`config.mk`:
```
export PLATFORM = sky130hd
export DESIGN_NAME = edge_event_arbiter
export DESIGN_NICKNAME = d
export VERILOG_FILES = /design/src/rtl/edge_arb_pkg.sv /design/src/rtl/edge_rise_det.sv /design/src/rtl/edge_event_arbiter.sv
export SDC_FILE = /design/constraint.sdc
export NUM_CORES = 1
export LEC_CHECK = 0
export ABC_AREA = 1
export ABC_CLOCK_PERIOD_IN_PS = 3200
export BUFFER_PORTS_ARGS = -buffer_cell sky130_fd_sc_hd__buf_2
export CAP_MARGIN = 10
export CORE_AREA = 2 2 42 52
export CTS_CLUSTER_DIAMETER = 30
export DETAILED_ROUTE_END_ITERATION = 7
export DIE_AREA = 0 0 44 54
export GPL_TIMING_DRIVEN = 0
export HOLD_SLACK_MARGIN = 0.12
export PLACE_DENSITY = 0.85
export SYNTH_ARGS = -nofsm -noshare
export SYNTH_HDL_FRONTEND = slang
export SYNTH_SLANG_ARGS = --single-unit
```
`constraint.sdc`:
```
create_clock -name clk -period 3.2 [get_ports clk]
set_clock_uncertainty 0.2 [all_clocks]
set_input_delay 0.8 -clock clk [delete_from_list [all_inputs] [get_ports clk]]
set_output_delay 0.8 -clock clk [all_outputs]
set_load 0.03 [all_outputs]
```
`src/rtl/edge_arb_pkg.sv`:
```
// edge_arb_pkg: shared types, limits and round-robin search for edge_event_arbiter
package edge_arb_pkg;

    localparam int N_CH_MAX = 32;

    typedef enum logic {ARB_IDLE, ARB_OFFER} arb_state_t;

    // Returns the first set bit of mask searching upward from last+1, wrapping at n
    function automatic logic [4:0] rr_pick(
        input logic [N_CH_MAX-1:0] mask,
        input logic [4:0]          last,
        input int                  n
    );
        logic [4:0] pick;
        logic       found;
        logic [6:0] idx;
        pick  = '0;
        found = 1'b0;
        for (int k = 1; k <= N_CH_MAX; k++) begin
            idx = {2'b00, last} + 7'(k);
            if (idx >= 7'(n))
                idx = idx - 7'(n);
            if (!found && k <= n && mask[idx[4:0]]) begin
                found = 1'b1;
                pick  = idx[4:0];
            end
        end
        return pick;
    endfunction

endpackage

```
`src/rtl/edge_rise_det.sv`:
```
// edge_rise_det: single-line rising edge detector gated by a post-reset primed flag
module edge_rise_det (
    input  logic clk,
    input  logic reset,
    input  logic primed,
    input  logic line,
    output logic rise
);

    logic prev;

    // Track the previous line level every cycle
    always_ff @(posedge clk or negedge reset) begin
        if (!reset)
            prev <= 1'b0;
        else
            prev <= line;
    end

    assign rise = primed & line & ~prev;

endmodule

```
`src/rtl/edge_event_arbiter.sv`:
```
// edge_event_arbiter: per-channel rising-edge pending flags served round-robin on one valid/ready port
module edge_event_arbiter
    import edge_arb_pkg::*;
#(
    parameter int N_CH = 4,
    parameter int ID_W = $clog2(N_CH)
) (
    input  logic            clk,
    input  logic            reset,
    input  logic [N_CH-1:0] in_lines,
    input  logic [N_CH-1:0] en_mask,
    output logic            evt_valid,
    input  logic            evt_ready,
    output logic [ID_W-1:0] evt_id,
    output logic [N_CH-1:0] pending,
    output logic [N_CH-1:0] overflow,
    input  logic [N_CH-1:0] ovf_clr
);

    arb_state_t      state, state_d;
    logic            primed;
    logic            hs;
    logic [N_CH-1:0] rise, hit, hs_vec;
    logic [ID_W-1:0] id_d, last_grant, lg_d;

    for (genvar i = 0; i < N_CH; i++) begin : g_det
        edge_rise_det u_det (
            .clk    (clk),
            .reset  (reset),
            .primed (primed),
            .line   (in_lines[i]),
            .rise   (rise[i])
        );
    end

    assign evt_valid = (state == ARB_OFFER);
    assign hs        = evt_valid & evt_ready;
    assign hs_vec    = hs ? (N_CH'(1) << evt_id) : '0;
    assign hit       = rise & en_mask;

    // Suppress edges on the first cycle after reset so lines already high stay silent
    always_ff @(posedge clk or negedge reset) begin
        if (!reset)
            primed <= 1'b0;
        else
            primed <= 1'b1;
    end

    // A new edge beats a same-cycle handshake clear; an edge on an unserved pending flag is lost
    always_ff @(posedge clk or negedge reset) begin
        if (!reset) begin
            pending  <= '0;
            overflow <= '0;
        end else begin
            pending  <= hit | (pending & ~hs_vec);
            overflow <= (overflow & ~ovf_clr) | (hit & pending & ~hs_vec);
        end
    end

    // Arbiter state, offered index and round-robin pointer
    always_ff @(posedge clk or negedge reset) begin
        if (!reset) begin
            state      <= ARB_IDLE;
            evt_id     <= '0;
            last_grant <= ID_W'(N_CH - 1);
        end else begin
            state      <= state_d;
            evt_id     <= id_d;
            last_grant <= lg_d;
        end
    end

    // Pick from registered pending in IDLE; hold the offer until handshake
    always_comb begin
        state_d = state;
        id_d    = evt_id;
        lg_d    = last_grant;
        if (state == ARB_IDLE) begin
            if (|pending) begin
                state_d = ARB_OFFER;
                id_d    = ID_W'(rr_pick(N_CH_MAX'(pending), 5'(last_grant), N_CH));
            end
        end else if (evt_ready) begin
            state_d = ARB_IDLE;
            lg_d    = evt_id;
        end
    end

endmodule

```
==> summary.txt <==
status = finished clean
Net Count, Synth = 134
WP data arrival = 2.06 ns
total of max-cap violations = 0
RSZ-0062 raised after global routing = no
drt total wl = 1770 um
max-slew violation count = 0
worst setup margin = 1.13 ns
Wirelength per Cell = 10.8 um
Critical Path End Type = register
Worst Path Required = 3.19 ns
Post-Syn Instances = 114
f_max = 482 MHz
Worst-Skew Late Latency = 0.28 ns
Final Hold Vio Count = 0
CP Launch Type = register
DR vias/cell = 5.01
number of port buffers = 25
FF-to-FF End = evt_id[1]$_DFFE_PN0P_
Worst Hold Class = input port to asynchronous set/reset pin
Clock Path Buffers = 2
post-synthesis sequential area ratio = 0.471
most frequent cells in the layout = 26 x nand2_1, 25 x buf_2, 20 x inv_1
NumNets Final = 164
Cell Area, Synth = 961 um2
RePlAce Congestion = 0.799
Die X = 44 um
DR pass1 iterations = 4
CTS Root Cell = clkbuf_4
# setup viols final = 0
GRT Resource Usage Total = 0.165
cts bufs inserted = 3
Yosys reg bits = 18
critical path type = register to register
first-pass GRT wire length = 2940 um
Post-DP HPWL = 1450 um
slowest stage delay, CP = 0.62 ns
min cycle time layout = 2.07 ns
# diodes = 0
Core ar. = 1940 um2
CTS tree = yes
Final period util = 0.648
most common cell after layout, fill and taps aside = nand2_1
slowest stage cell, crit path = dfstp_2
cells on worst reg2reg path = 11
GR Util met3 = 0.0168
Sink Count = 18
setup TNS = 0 ns
crit path cell chain = inv_2 > ha_1 > inv_1 > nand3_1 > nand3_4 > nand3_2 > nand2_1 > inv_1 > nand2_1 > nor2_1 > nor2_1
fill count = 168
worst slack, placed = 1.13 ns
vias in the first global route = 767
Final ANT Viol Nets = 0
initial core utilization = 0.496
row count = 18
via count = 817
Synth cell types = 18
overall power = 1210 uW
initial drt markers = 13
Post-CTS Setup Repair Bufs = 0
r2r setup slk = 1.13 ns
I/O pin cnt = 26
CTS Hold Bufs = 0
hold_ws = 0.221 ns
Power Dens Cells = 1050 nW/um2
DRC errors left = 0
die area = 2380 um2
syn_area_per_cell = 8.43 um2
GR Util met2 = 0.279
Die Ht = 54 um
Max VDD drop = 0.602 mV
Crit Path Max Fanout = 9
leakage power figure = 0.000630 uW
cts repair resizes = 0
area grow syn2layout = 19.4%
gr ovfl total = 0
CTS clk-pin slew, worst paths = 0.10 ns
largest net degree at the start of global routing = 19
M1 GR Usage = 0.206
proportion of layout cells with a drive suffix above 1 = 0.294
H-tree depth = 1
yosys warns = 0
initial antenna violation count = 0
launch point of the worst reg-to-reg path = last_grant[0]$_DFFE_PN1P_
GR peak layer = met2
[cell families after synthesis]
logic type                 Yosys count  synth area share
DFF                                 18             0.471
adders and majority gates            5            0.0651
buffers and inverters               21            0.0820
other                                1           0.00390
and+or+nand+nor                     56             0.302
AOI/OAI and AO/OA                   13            0.0755
[flip-flops by register name, indices dropped and copies added, names as in the netlist]
register / flops
evt_id: 2
evt_valid: 1
g_det.u_det.prev: 4
last_grant: 2
overflow: 4
pending: 4
primed: 1
[cells in the mapped netlist]
cell     count  area, um2
dfrtp_1     16        400
nand2_2      3       18.8
nand2_1     26       97.6
nand3_2      5       50.1
dfstp_2      2       52.6
conb_1       1       3.75
inv_1       20       75.1
nor2_1       7       26.3
a21oi_1      1       5.00
o21ai_0      7       35.0
nand4_1      7       43.8
inv_2        1       3.75
nand3_1      6       30.0
ha_1         5       62.6
o31ai_1      1       7.51
o22ai_1      4       25.0
nand3_4      1       17.5
nor2_2       1       6.26
[how the worst max path moves through the flow]
stage / from / depth (start not counted) / end
finish: last_grant[0]$_DFFE_PN1P_ / 11 / evt_id[1]$_DFFE_PN0P_
global route: last_grant[1]$_DFFE_PN1P_ / 11 / evt_id[1]$_DFFE_PN0P_
CTS: last_grant[0]$_DFFE_PN1P_ / 11 / evt_id[1]$_DFFE_PN0P_
detailed placement: last_grant[0]$_DFFE_PN1P_ / 11 / evt_id[1]$_DFFE_PN0P_
global placement: last_grant[0]$_DFFE_PN1P_ / 10 / evt_id[0]$_DFFE_PN0P_
floorplan: last_grant[0]$_DFFE_PN1P_ / 10 / evt_id[0]$_DFFE_PN0P_
[area by class of cell]
type | count | area (um2) | area share
inverters | 21 | 78.8 | 0.0687
well taps | 20 | 25.0 | 0.0218
clock buffers | 4 | 36.3 | 0.0316
multi-input cells | 75 | 429 | 0.374
repair buffers | 25 | 125 | 0.109
flip-flops and latches | 18 | 453 | 0.395
[worst max-delay path: cells and delay by family (launching register included)]
kind,cells,cell delay (ns)
DFF,1,0.62
adders and majority gates,1,0.37
and+or+nand+nor,7,0.54
buffers and inverters,3,0.25
[layer usage]
layer / vias to the layer above / part of all wire
li1: 433 / -
met2: 25 / 0.50
met3: 2 / 0.045
met4: 0 / 0.011
met1: 357 / 0.44
met5: - / 0
[metrics by stage]
step	util	instance area, um2	std cells
floorplan	-	961	114
finish	0.592	1150	163
detailed placement	0.574	1110	159
global placement	0.574	1110	159
CTS	0.592	1150	163
global route	0.592	1150	163
[where the power goes]
group	internal (uW)	switching (uW)	total, uW	leakage, uW
combinational	229	466	695	0.000393
clock	69.2	63.4	133	0.0000210
sequential	303	79.5	383	0.000216
total	602	609	1210	0.000630
Power figures use the tool's default switching activity.
